<file path="config.mk">
export PLATFORM = sky130hd
export DESIGN_NAME = fetch_unit
export DESIGN_NICKNAME = d
export VERILOG_FILES = /design/src/rtl/fetch_unit.sv
export SDC_FILE = /design/constraint.sdc
export NUM_CORES = 1
export LEC_CHECK = 0
export ABC_AREA = 1
export CORE_MARGIN = 3
export CORE_UTILIZATION = 48
export DETAILED_ROUTE_END_ITERATION = 8
export PLACE_DENSITY = 0.83
export SYNTH_ARGS = -nofsm -noshare
export SYNTH_HDL_FRONTEND = slang
export SYNTH_SLANG_ARGS = --single-unit
</file>
<file path="constraint.sdc">
create_clock -name clock -period 4.4 [get_ports clock]
set_input_delay 0.44 -clock clock [delete_from_list [all_inputs] [get_ports clock]]
set_output_delay 0.44 -clock clock [all_outputs]
set_load 0.02 [all_outputs]
</file>
<file path="src/rtl/fetch_unit.sv">
// Fetch stage: single-outstanding imem requests, closes the pc -> pc_next loop, queues {pc, instr} for decode.
// Response to dec_valid is 1 cycle; issue stalls while the queue is full, decode backpressures through dec_ready.
module fetch_unit #(
  parameter logic [31:0] RESET_VECTOR = 32'h0000_0000,
  parameter int          QUEUE_DEPTH  = 2
) (
  input  logic        clock,
  input  logic        reset,
  input  logic [31:0] pc,
  output logic [31:0] pc_next,
  input  logic        redirect_valid,
  input  logic [31:0] redirect_pc,
  output logic        imem_req_valid,
  input  logic        imem_req_ready,
  output logic [31:0] imem_req_addr,
  input  logic        imem_rsp_valid,
  input  logic [31:0] imem_rsp_data,
  output logic        dec_valid,
  input  logic        dec_ready,
  output logic [31:0] dec_instr,
  output logic [31:0] dec_pc
);

  localparam int PW = (QUEUE_DEPTH > 1) ? $clog2(QUEUE_DEPTH) : 1;
  localparam int CW = $clog2(QUEUE_DEPTH + 1);

  typedef enum logic [1:0] {
    IDLE = 2'd0,
    WAIT = 2'd1,
    DROP = 2'd2
  } state_t;

  state_t        state;
  logic [31:0]   pending_pc;
  logic [31:0]   q_pc    [QUEUE_DEPTH];
  logic [31:0]   q_instr [QUEUE_DEPTH];
  logic [PW-1:0] rd_ptr;
  logic [PW-1:0] wr_ptr;
  logic [CW-1:0] count;

  logic req_fire;
  logic push;
  logic pop;

  always_comb begin
    imem_req_addr  = pc & ~32'h3;
    imem_req_valid = !reset && (state == IDLE) && !redirect_valid && (count < CW'(QUEUE_DEPTH));
    req_fire       = imem_req_valid && imem_req_ready;
    // A redirect kills the in-flight response, so it never lands in the queue.
    push           = !reset && (state == WAIT) && imem_rsp_valid && !redirect_valid;
    dec_valid      = !reset && (count != '0);
    pop            = dec_valid && dec_ready;
    dec_pc         = dec_valid ? q_pc[rd_ptr]    : 32'h0;
    dec_instr      = dec_valid ? q_instr[rd_ptr] : 32'h0;

    if (reset)
      pc_next = RESET_VECTOR;
    else if (redirect_valid)
      pc_next = redirect_pc & ~32'h3;
    else if (req_fire)
      pc_next = pc + 32'd4;
    else
      pc_next = pc;
  end

  always_ff @(posedge clock) begin
    if (reset) begin
      state      <= IDLE;
      pending_pc <= 32'h0;
      rd_ptr     <= '0;
      wr_ptr     <= '0;
      count      <= '0;
    end else if (redirect_valid) begin
      rd_ptr <= '0;
      wr_ptr <= '0;
      count  <= '0;
      unique case (state)
        WAIT:    state <= imem_rsp_valid ? IDLE : DROP;
        DROP:    state <= imem_rsp_valid ? IDLE : DROP;
        default: state <= IDLE;
      endcase
    end else begin
      unique case (state)
        IDLE: if (req_fire) begin
          pending_pc <= imem_req_addr;
          state      <= WAIT;
        end
        WAIT:    if (imem_rsp_valid) state <= IDLE;
        DROP:    if (imem_rsp_valid) state <= IDLE;
        default: state <= IDLE;
      endcase
      if (push) wr_ptr <= wr_ptr + PW'(1);
      if (pop)  rd_ptr <= rd_ptr + PW'(1);
      if (push && !pop)
        count <= count + CW'(1);
      else if (pop && !push)
        count <= count - CW'(1);
    end
  end

  always_ff @(posedge clock) begin
    if (push) begin
      q_pc[wr_ptr]    <= pending_pc;
      q_instr[wr_ptr] <= imem_rsp_data;
    end
  end

endmodule

</file>
==> run_results.csv <==
group,metric,value,unit
outcome,status,"finished, final reports clean",
worst_setup_path,crit_required,3.96,ns
layout,finalNonFillerCells,1257,
worst_setup_path,rrSetupSlack,2.18,ns
synthesis,ys_seq_area_share,56.0,%
timing,setup_tns,0,ns
synthesis,yosys-top-cells-count,"223 x nand2_1, 124 x edfxtp_1, 120 x inv_1, 62 x mux2_2",
synthesis,post-synth-top-count-cell,"nand2_1",
place,numPortBuffers,225,
worst_setup_path,crit_path_end_kind,"primary output",
synthesis,synth_cell_types,37,
timing,fmax,279,MHz
timing,setup_violations,0,
place,hpwl,13300,µm
synthesis,ys.flop_type,"edfxtp_1",
synthesis,syn_inst,837,
worst_setup_path,crit_fanout,31,
clocking,clk_pin_slew,0.06,ns
timing,fin_ws,0.812,ns
layout,fillers,1242,
grt,grt_antenna_before_repair,0,
layout,diodes,0,
routing,via_per_inst,4.93,
worst_setup_path,arrival,3.15,ns
routing,drc,0,
job,cap_violations,0,
grt,track_usage,20.5,%
synthesis,synth_warnings,0,
worst_setup_path,startpoint,"redirect_valid",
synthesis,synth_top_cell_by_area,"edfxtp_1",
clocking,cts_buffers,17,
clocking,post_cts_resized,0,
timing,maxSlewViolCount,0,
grt,grt_max_degree,65,
clocking,clk_latency,0.41,ns
grt,grt_pass1_wl,29600,µm
clocking,cts_tree,"built",
synthesis,synthTopCellsByArea,"edfxtp_1 47%, nand2_1 11%, dfxtp_1 9.3%, mux2_2 8.8%, inv_1 5.7%",
min_path,hold_end,"q_pc[0][28]",
grt,globalRoute.totalOverflow,0,
min_path,hold_path_class,"reg2reg",
clocking,htree_levels,4,
clocking,postCtsHoldBufs,0,
worst_setup_path,worstReg2RegEnd,"pending_pc[19]",
worst_setup_path,worstSetupPathType,"in2out",
routing,wl_per_cell,14.9,µm
synthesis,synth.ff_latch_count,161,
die,num_rows,46,
die,die_area,18200,µm²
place,place.gp.congestion,0.841,
place,dpl.cell_count,1225,
min_path,hold_depth,0,
routing,routed_wl,18700,µm
timing,fin_crit,3.59,ns
synthesis,syn_area_per_cell,9.52,µm²
worst_setup_path,r2r_cells,9,
routing,drt_iter0_markers,329,
power,leakagePower,4.40,nW
timing,slew_headroom,46.9,%
timing,fin_worst_skew,0.00930,ns
place,dpl_cell_area,10200,µm²
layout,nNetsFinal,1134,
routing,drtPass1Iterations,5,
die,pin_count,232,
synthesis,synth_edf_count,124,
layout,final_area,10800,µm²
layout,area_delta_synth_final,35.7,%
worst_setup_path,worstReg2RegStart,"state[1]",
synthesis,netlist_area,7970,µm²
routing,routed-via-count,6200,
power,ir_drop,0.000228,V
place,preCtsSetupSlack,0.835,ns
worst_setup_path,cp-start-kind,"input pin",
timing,rsz0062_at_grt,"false",
clocking,cts_sinks,161,
clocking,cts-root-buf,"clkbuf_16",
routing,ant_nets,0,
die,core,16100,µm²
timing,period_share,81.5,%
power,power_density,321,nW/µm²
grt,grt_pass1_vias,6018,
die,die_y,135,µm
die,start_util,49.6,%
clocking,cts_buffer_depth,2,
synthesis,async_flop_share,0,%
die,die_w,135,µm
synthesis,yosysTopAreaCellShare,46.7,%
clocking,cts_setup_buffers,0,
timing,hold_violations,0,
timing,tightest_slew,0.794,ns
layout,drive_gt1_share,11.5,%
layout,post-route-util,67.3,%
min_path,min_from,"pending_pc[30]",
-- metal layers --
| metal | track usage [%] | vias to the layer above | wire [µm] |
|---|---|---|---|
| met3 | 4.36 | 20 | 1240 |
| met2 | 34.6 | 230 | 9100 |
| met5 | 0 | - | 0 |
| met4 | 6.11 | 0 | 264 |
| li1 | - | 3084 | - |
| met1 | 26.7 | 2866 | 8140 |
-- stage by stage --
step / hold WS (ns) / total power, mW
after floorplan: 0.420 / 1.88
after global placement: 0.427 / 2.07
after detailed placement: 0.436 / 2.08
after CTS: 0.454 / 3.50
after global routing: 0.463 / 3.60
final: 0.456 / 3.47
-- cell usage in the layout (no fill, tap or decap), drive strengths merged --
master / n
a211oi: 1
a21oi: 42
a22oi: 1
a31oi: 2
buf: 11
clkbuf: 19
clkdlybuf4s50: 225
clkinv: 6
conb: 4
dfxtp: 37
edfxtp: 124
ha: 4
inv: 130
mux2: 62
nand2: 225
nand3: 33
nand3b: 6
nand4: 9
nor2: 47
nor3: 6
o211ai: 2
o21ai: 37
o221ai: 1
or2: 4
xnor2: 1
xor2: 2
-- where the power goes --
| group | internal (mW) | switching [mW] |
|---|---|---|
| clock network | 0.809 | 0.611 |
| logic | 0.187 | 0.198 |
| registers | 1.65 | 0.0123 |
-- cell families (layout without fill, tap and decap cells) --
family / count (synthesis) / after routing / synth area share [%]
xor+xnor: 3 / 3 / 0.330
flops: 161 / 161 / 56.0
mux: 62 / 62 / 8.76
buf+inv: 190 / 391 / 10.9
fa+ha+maj: 4 / 4 / 0.628
other cells: 1 / 4 / 0.0471
compound gates: 86 / 86 / 5.65
simple gates: 330 / 330 / 17.6
-- worst max-delay path, cell delays in order --
cell             delay, ns
clkdlybuf4s50_1       0.62
nor2_4                0.25
nand3_4               0.36
inv_2                 0.34
nand2_1               0.14
nor2_1                0.13
xnor2_1               0.09
a21oi_1               0.15
clkdlybuf4s50_1       0.62
-- registers in the layout, indices dropped and copies added, names as in the netlist, named ones only --
| signal | flops |
|---|---|
| wr_ptr | 1 |
| state | 2 |
| count | 2 |
| rd_ptr | 1 |
| q_pc | 60 |
| pending_pc | 30 |
| q_instr | 64 |
-- how the worst max path moves through the flow --
stage	end	slack (ns)	depth (start not counted)
finish	pc_next[8]	0.81	9
detailed placement	pc_next[6]	0.83	8
floorplan	q_instr[1][0]	0.45	4
CTS	pc_next[8]	0.81	9
global placement	pc_next[6]	0.89	8
global route	pc_next[8]	0.61	9
-- layout make-up --
type / count / area [µm²] / share of cell area [%]
Multi-Input combinational cell: 489 / 2670 / 24.7
Sequential cell: 161 / 4470 / 41.3
Timing Repair Buffer: 236 / 2360 / 21.8
Inverter: 123 / 463 / 4.28
Tap cell: 216 / 270 / 2.50
Clock buffer: 19 / 475 / 4.40
Clock inverter: 13 / 111 / 1.03
Power figures use the tool's default switching activity.
